`src/rtl/intrm_pack.sv`:
```
// Word packer: gathers PACK_DEPTH input words into one wide vector behind a one-entry output register.
// Optional partial-pack flush is compiled in with INTRM_PACK_FLUSH_EN.
module intrm_pack #(
  parameter int INPUT_WIDTH  = 32,
  parameter int PACK_DEPTH   = 4,
  parameter int OUTPUT_WIDTH = PACK_DEPTH*INPUT_WIDTH,
  parameter int CNT_WIDTH    = $clog2(PACK_DEPTH+1)
) (
  input  logic                    intrm_pack_clk,
  input  logic                    intrm_pack_rst,
  input  logic                    intrm_pack_in_valid_i,
  output logic                    intrm_pack_in_ready_o,
  input  logic [INPUT_WIDTH-1:0]  intrm_pack_in_data_i,
  output logic                    intrm_pack_out_valid_o,
  input  logic                    intrm_pack_out_ready_i,
  output logic [OUTPUT_WIDTH-1:0] intrm_pack_out_data_o,
  output logic [CNT_WIDTH-1:0]    intrm_pack_out_cnt_o
`ifdef INTRM_PACK_FLUSH_EN
  ,
  input  logic                    intrm_pack_flush_i
`endif
);

  typedef enum logic [1:0] {EMPTY, FILL, FLUSH_WAIT} state_t;

  localparam logic [CNT_WIDTH-1:0] LAST = CNT_WIDTH'(PACK_DEPTH-1);

  state_t                                 state, state_nxt;
  logic [CNT_WIDTH-1:0]                   fill_cnt, fill_nxt;
  logic [PACK_DEPTH-2:0][INPUT_WIDTH-1:0] fill_buf;
  logic [PACK_DEPTH-1:0][INPUT_WIDTH-1:0] part_vec;
  logic [CNT_WIDTH-1:0]                   part_cnt;
  logic slot_free, accept, complete, flush_req, emit_part, load;

  assign slot_free = !intrm_pack_out_valid_o || intrm_pack_out_ready_i;
  assign intrm_pack_in_ready_o = !intrm_pack_rst && (state != FLUSH_WAIT) &&
                                 ((fill_cnt < LAST) || slot_free);
  assign accept   = intrm_pack_in_valid_i && intrm_pack_in_ready_o;
  assign complete = accept && (fill_cnt == LAST);

`ifdef INTRM_PACK_FLUSH_EN
  // A flush with nothing buffered and no word arriving has nothing to emit.
  assign flush_req = intrm_pack_flush_i && (state != FLUSH_WAIT) &&
                     ((state == FILL) || accept) && !complete;
`else
  assign flush_req = 1'b0;
`endif

  always_comb begin
    state_nxt = state;
    fill_nxt  = fill_cnt;
    emit_part = 1'b0;
    part_vec  = '0;
    for (int i = 0; i < PACK_DEPTH-1; i++) begin
      part_vec[i] = fill_buf[i];
      if (accept && (CNT_WIDTH'(i) == fill_cnt)) part_vec[i] = intrm_pack_in_data_i;
    end
    part_cnt = fill_cnt + CNT_WIDTH'(accept);
    case (state)
      FLUSH_WAIT: begin
        if (slot_free) begin
          emit_part = 1'b1;
          state_nxt = EMPTY;
          fill_nxt  = '0;
        end
      end
      default: begin
        if (complete) begin
          state_nxt = EMPTY;
          fill_nxt  = '0;
        end else if (flush_req) begin
          if (slot_free) begin
            emit_part = 1'b1;
            state_nxt = EMPTY;
            fill_nxt  = '0;
          end else begin
            // the same-cycle word still lands in the buffer before waiting
            state_nxt = FLUSH_WAIT;
            fill_nxt  = part_cnt;
          end
        end else if (accept) begin
          state_nxt = FILL;
          fill_nxt  = fill_cnt + 1'b1;
        end
      end
    endcase
  end

  assign load = complete || emit_part;

  always_ff @(posedge intrm_pack_clk) begin
    if (intrm_pack_rst) begin
      state                  <= EMPTY;
      fill_cnt               <= '0;
      fill_buf               <= '0;
      intrm_pack_out_valid_o <= 1'b0;
      intrm_pack_out_data_o  <= '0;
      intrm_pack_out_cnt_o   <= '0;
    end else begin
      state    <= state_nxt;
      fill_cnt <= fill_nxt;
      if (complete) begin
        intrm_pack_out_data_o <= {intrm_pack_in_data_i, fill_buf};
        intrm_pack_out_cnt_o  <= CNT_WIDTH'(PACK_DEPTH);
      end else if (emit_part) begin
        intrm_pack_out_data_o <= part_vec;
        intrm_pack_out_cnt_o  <= part_cnt;
      end
      if (load) begin
        intrm_pack_out_valid_o <= 1'b1;
        fill_buf               <= '0;
      end else begin
        if (intrm_pack_out_valid_o && intrm_pack_out_ready_i) intrm_pack_out_valid_o <= 1'b0;
        if (accept) begin
          for (int i = 0; i < PACK_DEPTH-1; i++)
            if (CNT_WIDTH'(i) == fill_cnt) fill_buf[i] <= intrm_pack_in_data_i;
        end
      end
    end
  end

endmodule

```
`config.mk`:
```
export PLATFORM = sky130hd
export DESIGN_NAME = intrm_pack
export DESIGN_NICKNAME = d
export VERILOG_FILES = /design/src/rtl/intrm_pack.sv
export SDC_FILE = /design/constraint.sdc
export NUM_CORES = 1
export LEC_CHECK = 0
export CAP_MARGIN = 25
export CORE_MARGIN = 10
export CORE_UTILIZATION = 45
export CTS_BUF_LIST = sky130_fd_sc_hd__clkbuf_16
export CTS_CLUSTER_DIAMETER = 200
export DETAILED_ROUTE_END_ITERATION = 7
export PLACE_DENSITY = 0.74
export RECOVER_POWER = 100
export SLEW_MARGIN = 20
export SYNTH_ARGS = -nofsm -noshare
export SYNTH_HDL_FRONTEND = slang
export SYNTH_SLANG_ARGS = --single-unit
```
`constraint.sdc`:
```
create_clock -name intrm_pack_clk -period 4.9 [get_ports intrm_pack_clk]
set_input_delay 1.47 -clock intrm_pack_clk [delete_from_list [all_inputs] [get_ports intrm_pack_clk]]
set_output_delay 1.47 -clock intrm_pack_clk [all_outputs]
set_load 0.005 [all_outputs]
```
; Word-level counts from Yosys, hierarchy flattened
; Cells that the tools add are included.
[classes]
add_sub_neg = 2
n_lt_le_gt_ge = 1
n_eq_ne = 6
n_mux = 19
reduce_logical = 23
[ops]
columns = operator, n
row1 = 2-to-1 mux 128 bit, 2
row2 = 2-to-1 mux 32 bit, 3
row3 = 2-to-1 mux 3 bit, 6
row4 = logical AND 1 bit, 8
row5 = 2-to-1 mux 2 bit, 4
row6 = AND reduction 2 bit, 4
row7 = 2-to-1 mux 1 bit, 4
row8 = "!= test 2 bit, second input constant", 2
row9 = nonzero test 2 bit, 2
row10 = OR reduction 2 bit, 2
row11 = adder 3 x 1 -> 3 bit, 1
row12 = "adder 3 x 1 -> 3 bit, second input constant", 1
row13 = "== test 1 x 3 -> 1 bit, first input constant", 1
row14 = "== test 2 x 3 -> 1 bit, first input constant", 1
row15 = "== test 3 x 2 -> 1 bit, second input constant", 1
row16 = logical NOT 3 bit, 1
row17 = logical OR 1 bit, 3
row18 = "less-than comparator 3 x 2 -> 1 bit, second input constant", 1
row19 = nonzero test 3 bit, 1
row20 = "== test 2 bit, second input constant", 1
row21 = logical NOT 1 bit, 2
[word_totals]
reg_bits = 233
input_bits = 36
output_inout_bits = 133
wordCells = 60

; Depth between registers and ports, before layout
[depth]
ltp_word = 9
mapped_depth = 8
ltp_nobuf = 6

; Worst setup path after synthesis
; OpenSTA, ideal clock, no wires.
[synth_timing]
path_type = input -> output
start = input port intrm_pack_rst
end = output port intrm_pack_in_ready_o
arrival_ns = 1.951
t_required_ns = 3.430
setup_slack_ns = 1.479
cell_stages = 3
n_path_buf = 2
path_cell_list = buf_4 -> clkbuf_1 -> nor2_1
[synth_via]
elab_chain_cells = 3
[synth_rtl]
columns = item, line
row1 = "start, declared", 10  ; input logic intrm_pack_rst,
row2 = logical NOT 1 bit, 36  ; assign intrm_pack_in_ready_o = !intrm_pack_rst && (state != FLUSH_WAIT) &&
row3 = logical AND 1 bit (2 in a row), 36
row4 = "end, declared", 12  ; output logic intrm_pack_in_ready_o,
; Every way passes these cells.

; Worst setup path after layout
[layout_timing]
start = input port intrm_pack_out_ready_i
end = output port intrm_pack_in_ready_o
[layout_via]
elab_chain_cells = 3
[layout_rtl]
columns = item, line
row1 = "start, declared", 15  ; input logic intrm_pack_out_ready_i,
row2 = logical OR 1 bit, 35  ; assign slot_free = !intrm_pack_out_valid_o || intrm_pack_out_ready_i;
row3 = logical OR 1 bit, 37  ; ((fill_cnt < LAST) || slot_free);
row4 = logical AND 1 bit, 36
; Every way passes these cells.

==> qor.yml <==
status: "complete, but fails checks"
violations: "max-capacitance violations, max-slew violations"
clock_sink_count: 229
firstDrtPassIters: 5
rows: 49
layout.nets: 1189
whs_endpoint: "intrm_pack_out_data_o[24]"
hold_depth: 2
ys.warnings.count: 0
cts-hold-fix-buffers: 0
worstSetupStartpointType: "input port"
antennaDiodeCount: 0
hold_viol: 0
maxCapViolations: 1
r2r-start: "fill_cnt[0]"
start_util: 0.455
crit_arrival_ps: 3000
dr_total_vias: 7066
drc_errors: 0
synth_common_cells: "452 x nand2_1, 229 x dfxtp_1, 207 x a21oi_1, 36 x buf_2, 27 x clkbuf_1"
powerDensity_nw_per_um2: 362
io_buffers: 166
yosys_register_bits: 229
crit_required_ps: 3430
worstPathMaxFanout: 4
power_mw: 3.80
dieArea_sq_um: 23900
r2r_end: "intrm_pack_out_data_o[100]"
cts.clk_slew.worst_paths_ps: 60
synth_edf_count: 0
dp.cells: 1353
io_pins: 169
setup_slack_ps: 433
layout-drive-gt1-share: 0.0473
cts_max_level: 1
timing.fmax_ghz: 0.224
hold_class: "flip-flop to flip-flop"
stdcell_count: 1392
worst-setup-path-type: "input port to primary output"
numCtsBuffers: 23
cts_tree: "yes"
min_period_over_period: 0.912
gp_congestion: 0.819
syn_avg_cell_area_sq_um: 7.99
initialDrtViolationCount: 480
wirelength_microns: 23100
slew_viol_final: 43
min_period_ps: 4470
cp-end-kind: "primary output"
peakVddDrop_mv: 0.291
reg2regPathDepth: 5
ant_nets: 0
gr-total-overflow: 0
grt_start_max_net_pins: 77
root_buffer: "clkbuf_16"
nFillCells: 1657
leakage_nw: 3.91
grt_pass1_vias: 6512
setup_viol: 0
wl_per_cell_microns: 16.6
ys_types: 23
synth_top_area_frac: 0.563
yosysTopAreaCell: "dfxtp_1"
syn_to_final_growth_pct: 29.0
yosysSeqAreaShare: 0.563
synth_cells: 1019
yosysMostFrequentCell: "nand2_1"
dp_slack_ps: 586
grt_usage: 0.183
synth_area_leaders: "dfxtp_1 56%, nand2_1 21%, a21oi_1 13%, buf_2 2.2%, a21oi_2 2.2%"
die_h_microns: 154
rsz0062_at_grt: "false"
viasPerCell: 5.08
ctsLongestPathBuffers: 3
async_flop_share: 0
post_cts_buffers: 0
syn-cell-area_sq_um: 8140
cts.repair.resized: 0
die_w_microns: 154
hpwlAfterDp_microns: 15200
grt_pass1_wl_microns: 36300
insertion_delay_ps: 500
finalSetupTns_ps: 0
grt_antenna_before_repair: 0
synthFlopType: "dfxtp_1"
r2r_slack_ps: 1930
slew_headroom: -0.161
hp-start: "fill_buf[24]"
coreArea_sq_um: 17900
worstMarginPinSlew_ps: 1740
skew_ps: 9.72
[layout by cell type (no fill, tap or decap)]
| cell | n |
|---|---|
| nand2_1 | 451 |
| dfxtp_1 | 229 |
| a21oi_1 | 221 |
| dlygate4sd3_1 | 132 |
| clkdlybuf4s50_1 | 33 |
| clkbuf_16 | 23 |
| buf_4 | 10 |
| nor2_1 | 7 |
| inv_1 | 6 |
| a21oi_2 | 6 |
| clkinv_1 | 5 |
| and4bb_2 | 4 |
| ha_1 | 4 |
| clkinv_2 | 4 |
| bufinv_16 | 4 |
| clkbuf_1 | 4 |
| and2_1 | 3 |
| nor2b_1 | 2 |
| o21ai_0 | 2 |
| a311oi_1 | 2 |
| conb_1 | 2 |
| nand2b_1 | 1 |
| nand4b_1 | 1 |
| and2_4 | 1 |
| nand2_4 | 1 |
| a41o_1 | 1 |
| a21boi_0 | 1 |
| nor3_1 | 1 |
| clkbuf_2 | 1 |
| buf_12 | 1 |
[final cells by class]
| cell class | count | area, sq um | share of cell area |
|---|---|---|---|
| sequential | 229 | 4580 | 0.437 |
| multi-input combinational | 711 | 3100 | 0.296 |
| timing repair buffer | 181 | 1770 | 0.168 |
| clock buffer | 23 | 576 | 0.0548 |
| tap | 229 | 287 | 0.0273 |
| clock inverter | 16 | 170 | 0.0162 |
| inverter | 3 | 11.3 | 0.00107 |
[worst max path at each step]
stage	from	to	slack [ps]	depth (start not counted)
finish	intrm_pack_out_ready_i	intrm_pack_in_ready_o	430	5
global route	intrm_pack_out_ready_i	intrm_pack_in_ready_o	370	5
detailed placement	intrm_pack_out_ready_i	intrm_pack_in_ready_o	590	5
CTS	intrm_pack_out_ready_i	intrm_pack_in_ready_o	590	5
global placement	intrm_pack_out_ready_i	intrm_pack_in_ready_o	640	5
floorplan	intrm_pack_rst	intrm_pack_in_ready_o	1480	3
[worst max-delay path, cell delays in order]
cell	delay (ps)
dlygate4sd3_1	570
nand2b_1	200
nor2_1	120
nor2_1	50
dlygate4sd3_1	580
[report_power, final]
group / switching [mW] / total, mW / internal [mW]
Clock: 0.705 / 1.76 / 1.06
Sequential: 0.0113 / 1.89 / 1.88
Combinational: 0.0967 / 0.146 / 0.0496
[flip-flops by register name, summed over array words and instances, names as in the netlist]
register / flops
intrm_pack_out_cnt_o: 1
intrm_pack_out_data_o: 128
fill_buf: 96
fill_cnt: 3
intrm_pack_out_valid_o: 1
[per-layer routing]
layer | vias up | GRT usage | wire length (microns)
met3 | 28 | 0.0480 | 1670
met5 | - | 0 | 0
met1 | 3307 | 0.253 | 10500
met4 | 0 | 0.0454 | 402
li1 | 3535 | - | -
met2 | 196 | 0.279 | 10500
[kinds of logic (layout without fill, tap and decap cells)]
kind of cell,Yosys count,in the layout,share of synthesized area
AND/OR/NAND/NOR,472,472,0.227
AO/OA/AOI/OAI,233,233,0.154
flip-flops,229,229,0.563
buffers and inverters,80,223,0.0489
adder cells (fa/ha/maj),4,4,0.00615
other,1,2,0.000461
[stage by stage]
stage	utilization	cell area (sq um)	hold WS, ps
after floorplan	-	8140	432
after global placement	0.551	9860	436
after detailed placement	0.551	9860	444
after CTS	0.592	10600	451
after global routing	0.586	10500	462
final	0.586	10500	449
Note: power is estimated with default switching activity, not from simulation.
